$ cat src/rtl/axi_lite_slave_regs.sv
// ----------------------------------------------------------------------------
// axi_lite_slave_regs
//
// AXI4-Lite slave register bank for the DMA controller control/status space.
// NUM_REGS registers of DATA_WIDTH bits. Each register is either read-write
// (stored here, merged byte-wise under WSTRB) or read-only (RO_MASK bit set;
// reads return the matching ro_in slice, writes are refused with SLVERR).
// AW and W are captured independently, in any order, and one write commits
// as soon as both are present. Only one write response is outstanding at a
// time. The read path runs fully independently of the write path.
//
// Ports
//   ACLK, ARESETN            clock, asynchronous active-low reset
//   AWADDR/AWVALID/AWREADY   write address channel
//   WDATA/WSTRB/WVALID/WREADY write data channel
//   BRESP/BVALID/BREADY      write response channel
//   ARADDR/ARVALID/ARREADY   read address channel
//   RDATA/RRESP/RVALID/RREADY read data channel
//   reg_out   stored RW register values, register i at [i*DATA_WIDTH +: DATA_WIDTH]
//             (RO registers read as 0 here)
//   ro_in     status values returned for RO registers, same packing
//   wr_pulse  one-cycle strobe per successful register write
// ----------------------------------------------------------------------------
module axi_lite_slave_regs #(
    parameter int                   ADDR_WIDTH = 32,
    parameter int                   DATA_WIDTH = 32,
    parameter int                   NUM_REGS   = 16,
    parameter logic [NUM_REGS-1:0]  RO_MASK    = '0
) (
    input  logic                           ACLK,
    input  logic                           ARESETN,

    input  logic [ADDR_WIDTH-1:0]          AWADDR,
    input  logic                           AWVALID,
    output logic                           AWREADY,

    input  logic [DATA_WIDTH-1:0]          WDATA,
    input  logic [DATA_WIDTH/8-1:0]        WSTRB,
    input  logic                           WVALID,
    output logic                           WREADY,

    output logic [1:0]                     BRESP,
    output logic                           BVALID,
    input  logic                           BREADY,

    input  logic [ADDR_WIDTH-1:0]          ARADDR,
    input  logic                           ARVALID,
    output logic                           ARREADY,

    output logic [DATA_WIDTH-1:0]          RDATA,
    output logic [1:0]                     RRESP,
    output logic                           RVALID,
    input  logic                           RREADY,

    output logic [NUM_REGS*DATA_WIDTH-1:0] reg_out,
    input  logic [NUM_REGS*DATA_WIDTH-1:0] ro_in,
    output logic [NUM_REGS-1:0]            wr_pulse
);

    localparam int         STRB_W      = DATA_WIDTH / 8;
    localparam int         LSB         = $clog2(STRB_W);
    localparam int         IDX_W       = (NUM_REGS > 1) ? $clog2(NUM_REGS) : 1;
    localparam logic [1:0] RESP_OKAY   = 2'b00;
    localparam logic [1:0] RESP_SLVERR = 2'b10;

    // Byte-offset bits are dropped; every remaining upper bit takes part in
    // the range check so aliases above the bank are rejected.
    function automatic logic addr_in_range(input logic [ADDR_WIDTH-1:0] addr);
        logic [ADDR_WIDTH-1:0] word;
        word = addr >> LSB;
        return word < ADDR_WIDTH'(NUM_REGS);
    endfunction

    function automatic logic [IDX_W-1:0] addr_idx(input logic [ADDR_WIDTH-1:0] addr);
        logic [ADDR_WIDTH-1:0] word;
        word = addr >> LSB;
        return word[IDX_W-1:0];
    endfunction

    // ------------------------------------------------------------------
    // Write channel capture and commit
    // ------------------------------------------------------------------
    logic                  aw_held;
    logic                  w_held;
    logic [ADDR_WIDTH-1:0] aw_addr_q;
    logic [DATA_WIDTH-1:0] w_data_q;
    logic [STRB_W-1:0]     w_strb_q;

    logic                  aw_hs;
    logic                  w_hs;
    logic                  commit;
    logic [ADDR_WIDTH-1:0] wr_addr;
    logic [DATA_WIDTH-1:0] wr_data;
    logic [STRB_W-1:0]     wr_strb;
    logic [IDX_W-1:0]      wr_idx;
    logic                  wr_ok;

    assign AWREADY = !aw_held && !BVALID;
    assign WREADY  = !w_held  && !BVALID;
    assign aw_hs   = AWVALID && AWREADY;
    assign w_hs    = WVALID  && WREADY;

    // NOTE: every signal driven here gets a default at the top of the block,
    // so no path leaves it unassigned and no latch is inferred.
    always_comb begin
        wr_addr = aw_held ? aw_addr_q : AWADDR;
        wr_data = w_held  ? w_data_q  : WDATA;
        wr_strb = w_held  ? w_strb_q  : WSTRB;
        // Commit on the edge where the second half arrives, or both arrive.
        commit  = (aw_held || aw_hs) && (w_held || w_hs);
        wr_idx  = addr_idx(wr_addr);
        wr_ok   = addr_in_range(wr_addr) && !RO_MASK[wr_idx];
    end

    // NOTE: sequential state uses non-blocking assignments only, so every
    // flop samples the pre-edge values regardless of block ordering.
    always_ff @(posedge ACLK or negedge ARESETN) begin
        if (!ARESETN) begin
            aw_held   <= 1'b0;
            w_held    <= 1'b0;
            aw_addr_q <= '0;
            w_data_q  <= '0;
            w_strb_q  <= '0;
            BVALID    <= 1'b0;
            BRESP     <= RESP_OKAY;
        end else begin
            if (commit) begin
                aw_held <= 1'b0;
                w_held  <= 1'b0;
                BVALID  <= 1'b1;
                BRESP   <= wr_ok ? RESP_OKAY : RESP_SLVERR;
            end else begin
                if (aw_hs) begin
                    aw_held   <= 1'b1;
                    aw_addr_q <= AWADDR;
                end
                if (w_hs) begin
                    w_held   <= 1'b1;
                    w_data_q <= WDATA;
                    w_strb_q <= WSTRB;
                end
                if (BVALID && BREADY) begin
                    BVALID <= 1'b0;
                    BRESP  <= RESP_OKAY;
                end
            end
        end
    end

    // ------------------------------------------------------------------
    // Register bank
    // ------------------------------------------------------------------
    logic [DATA_WIDTH-1:0] regs [NUM_REGS];

    // NOTE: the bank must come out of reset as all zeros, so it is built from
    // resettable flops rather than an inferred RAM.
    always_ff @(posedge ACLK or negedge ARESETN) begin
        if (!ARESETN) begin
            for (int i = 0; i < NUM_REGS; i++) regs[i] <= '0;
            wr_pulse <= '0;
        end else begin
            wr_pulse <= '0;
            if (commit && wr_ok) begin
                wr_pulse[wr_idx] <= 1'b1;
                for (int b = 0; b < STRB_W; b++) begin
                    if (wr_strb[b]) regs[wr_idx][8*b +: 8] <= wr_data[8*b +: 8];
                end
            end
        end
    end

    // RO registers are never written, so their storage stays at zero.
    for (genvar i = 0; i < NUM_REGS; i++) begin : g_reg_out
        assign reg_out[i*DATA_WIDTH +: DATA_WIDTH] = RO_MASK[i] ? '0 : regs[i];
    end

    // ------------------------------------------------------------------
    // Read path
    // ------------------------------------------------------------------
    logic                  ar_hs;
    logic [IDX_W-1:0]      rd_idx;
    logic                  rd_in_range;
    logic [DATA_WIDTH-1:0] rd_word;

    assign ARREADY = !RVALID;
    assign ar_hs   = ARVALID && ARREADY;

    always_comb begin
        rd_idx      = addr_idx(ARADDR);
        rd_in_range = addr_in_range(ARADDR);
        rd_word     = '0;
        if (rd_in_range) begin
            rd_word = RO_MASK[rd_idx] ? ro_in[int'(rd_idx)*DATA_WIDTH +: DATA_WIDTH]
                                      : regs[rd_idx];
        end
    end

    // A read and a write commit to the same register on one edge return the
    // old value, since regs updates on that same edge.
    always_ff @(posedge ACLK or negedge ARESETN) begin
        if (!ARESETN) begin
            RVALID <= 1'b0;
            RDATA  <= '0;
            RRESP  <= RESP_OKAY;
        end else if (ar_hs) begin
            RVALID <= 1'b1;
            RDATA  <= rd_word;
            RRESP  <= rd_in_range ? RESP_OKAY : RESP_SLVERR;
        end else if (RVALID && RREADY) begin
            RVALID <= 1'b0;
            RDATA  <= '0;
            RRESP  <= RESP_OKAY;
        end
    end

endmodule

$ cat config.mk
export PLATFORM = sky130hd
export DESIGN_NAME = axi_lite_slave_regs
export DESIGN_NICKNAME = d
export VERILOG_FILES = /design/src/rtl/axi_lite_slave_regs.sv
export SDC_FILE = /design/constraint.sdc
export NUM_CORES = 1
export LEC_CHECK = 0
export BUFFER_PORTS_ARGS = -buffer_cell sky130_fd_sc_hd__clkbuf_2
export CELL_PAD_IN_SITES_DETAIL_PLACEMENT = 1
export CELL_PAD_IN_SITES_GLOBAL_PLACEMENT = 1
export CORE_AREA = 2 2 463 465
export CTS_CLUSTER_DIAMETER = 120
export CTS_CLUSTER_SIZE = 25
export DETAILED_ROUTE_END_ITERATION = 10
export DIE_AREA = 0 0 465 467
export PLACE_DENSITY_LB_ADDON = 0.1
export SYNTH_ARGS = -nofsm -noshare
export SYNTH_HDL_FRONTEND = slang
export SYNTH_SLANG_ARGS = --single-unit
$ cat constraint.sdc
create_clock -name ACLK -period 3.5 [get_ports ACLK]
set_input_delay 0.7 -clock ACLK [delete_from_list [all_inputs] [get_ports ACLK]]
set_output_delay 0.7 -clock ACLK [all_outputs]
set_load 0.01 [all_outputs]
==> run_results.csv <==
group,metric,value,unit
run_status,status,"finished, final reports clean",
drt,drtPass1Iterations,4,
synthesis,synth_edf_count,0,
worst_hold_path,min_path_cells,2,
global_route,grt_pass1_vias,22023,
synthesis,synthCells,1803,
synthesis,synthArstFlopShare,1.00,
global_route,met1_usage,0.171,
cts,cts.sinks,632,
global_route,grt_pass1_wl,208000,µm
critical_path,endpoint_kind,"flop",
synthesis,yosys-top-cells-count,"632 x dfrtp_1, 556 x mux2_2, 128 x mux4_2",
drt,wirelength,155000,µm
critical_path,worstPathArrival,3790,ps
sta,rsz0062_at_grt,"no",
synthesis,synth.top_cells.by_area,"dfrtp_1 54%, mux2_2 21%, mux4_2 9.9%",
die,fp.dieH,467,µm
drt,drc,0,
synthesis,yosys.area.top_type,"dfrtp_1",
drt,post_drt_wl_per_cell,28.9,µm
final_layout,final_nets,3125,
synthesis,ys_ff_latch,632,
sta,period_share,0.933,
power,total_power,16.3,mW
drt,vias,19607,
global_route,met3_usage,0.0472,
cts,cts_resized,0,
global_route,top_usage_layer,"met2",
synthesis,synth_most_common_cell,"dfrtp_1",
cts,cts-root-buf,"clkbuf_16",
die,core,212000,µm²
die,die-area,217000,µm²
cts,cts_setup_buffers,0,
power,pwr_density_cell,429,nW/µm²
critical_path,cp-start-kind,"flop",
sta,slew_headroom,0.294,
die,start_util,0.138,
final_layout,layout-drive-gt1-share,0.659,
die,num_rows,169,
cts,numCtsBuffers,38,
sta,hold_violations,0,
critical_path,path_depth,6,
critical_path,cp_max_fo,32,
critical_path,ff2ff_path_depth,6,
global_route,grt_util_met2,0.234,
sta,timing.fmax,306,MHz
critical_path,cp_top_family,"simple AND/OR/NAND/NOR gates",
drt,vias_per_cell,3.66,
global_route,grt_overflow,0,
place,gp_congestion,0.824,
sta,worst_slack,233,ps
sta,fin_crit,3270,ps
sta,finClkSkew,37.9,ps
sta,setup_viol,0,
drt,dr.first_iter.drc_count,832,
global_route,grtUsageTotal,0.139,
critical_path,crit_buf_inv,1,
critical_path,crit_chain,"nor4_1 > nand3_2 > a21oi_4 > buf_12 > nand4_4 > mux2_2",
critical_path,cp_slowest_stage_delay,520,ps
die,io-pin-count,1188,
global_route,antenna_found_initial,8,
critical_path,timing.critical_path.slowest_stage_cell,"nand3_2",
final_layout,areaGrowthSynthToFinish,30.1,%
critical_path,crit_required,4030,ps
cts,cts_tree,"yes",
synthesis,ys.flop_type,"dfrtp_1",
cts,ctsHoldBuffers,1,
die,die_w,465,µm
place,pre_cts_ws,110,ps
synthesis,ys_types,48,
sta,drv_slew,0,
synthesis,netlist_area,29200,µm²
synthesis,ys_warn_count,0,
drt,antenna_left,0,
cts,cts_max_level,2,
flow_run,cap_viol_max_count,0,
cts,clk_pin_slew,110,ps
synthesis,avgSynthCellArea,16.2,µm²
sta,finalSetupTns,0,ps
power,static-leakage-power,18.4,nW
critical_path,critical_path_class,"flop to flop",
place,portBuffers,669,
place,dp_hpwl,115000,µm
global_route,grt_max_degree,84,
cts,clock_latency,680,ps
worst_hold_path,holdCritPathClass,"primary input to flop",
power,peakVddDrop,0.266,mV
cts,cts_buffer_depth,3,
synthesis,ys_seq_area_frac,0.541,
synthesis,synth.top_cell.area_share,0.541,
sta,worst_pin_slew,1060,ps
placed cells by master, fill, tap and decap left out, types with 3 or more instances in the layout:
cell type and count:
a22oi_1 67, a211oi_4 3, buf_4 88, inv_6 5, buf_12 20, a32oi_1 3, nor2_1 22, inv_8 4
inv_1 9, clkinv_4 5, nand4_4 36, nand3b_1 6, clkbuf_2 666, nor4_1 11, nor2b_1 8, mux2_1 8
a2111oi_4 7, diode_2 6, mux2_4 48, mux4_2 128, nor3_1 7, nand2_1 38, nand3_2 30, dfrtp_1 631
a21oi_1 3, a22o_1 32, mux2_2 556, o21ai_0 4, clkbuf_16 39
metrics by stage:
step | instances | instance area (µm²) | hold slack, ps | util
after floorplan | 1804 | 29200 | 404 | -
after global placement | 5286 | 36700 | 481 | 0.173
after detailed placement | 5286 | 36700 | 489 | 0.173
after CTS | 5352 | 38000 | 154 | 0.179
after global routing | 5353 | 38000 | 193 | 0.179
final | 5358 | 38000 | 231 | 0.180
state kept, by name, summed over array words and instances, names as in the netlist:
signal     count
reg_out      512
RDATA         32
w_data_q      32
aw_addr_q     30
wr_pulse      16
w_strb_q       4
BRESP          1
BVALID         1
RRESP          1
RVALID         1
aw_held        1
w_held         1
path summary, 6_finish.rpt:
path	startpoint	endpoint	slack [ps]
setup reg to reg	aw_addr_q[11]$_DFFE_PN0P_	reg_out[211]$_DFFE_PN0P_	230
hold / removal	BREADY	BVALID$_DFFE_PN0P_	230
min in group asynchronous	ARESETN	reg_out[409]$_DFFE_PN0P_	600
setup / recovery	aw_addr_q[11]$_DFFE_PN0P_	reg_out[211]$_DFFE_PN0P_	230
max in group asynchronous	ARESETN	reg_out[134]$_DFFE_PN0P_	1650
hold reg to reg	w_data_q[27]$_DFFE_PN0P_	w_data_q[27]$_DFFE_PN0P_	510
layer usage:
layer / share of wire / vias to the layer above
met4: 0.021 / 2
li1: - / 8275
met5: 0.000084 / -
met1: 0.42 / 10627
met2: 0.48 / 609
met3: 0.082 / 94
power breakdown:
| group | internal [mW] | switching, mW | leakage, nW | total [mW] |
|---|---|---|---|---|
| Combinational | 0.940 | 2.04 | 9.14 | 2.98 |
| Clock | 2.21 | 3.11 | 0.610 | 5.33 |
| Sequential | 7.72 | 0.277 | 8.68 | 7.99 |
layout make-up:
| type | instances | area, µm² |
|---|---|---|
| Fill cell | 23632 | 174000 |
| Sequential cell | 632 | 15800 |
| Multi-Input combinational cell | 1047 | 12900 |
| Timing Repair Buffer | 778 | 4450 |
| Tap cell | 2821 | 3530 |
| Clock buffer | 42 | 1010 |
| Clock inverter | 23 | 243 |
| Inverter | 9 | 33.8 |
| Antenna cell | 6 | 15.0 |
cells by family (layout without fill, tap and decap cells):
logic type,after synthesis,count (layout),share of synthesized area
AND/OR/NAND/NOR,175,175,0.0570
multiplexers,741,741,0.341
flip-flops,632,632,0.541
buffers and inverters,125,852,0.0196
other,1,8,0.000128
AO/OA/AOI/OAI,129,129,0.0408
(Power assumes the default switching activity.)
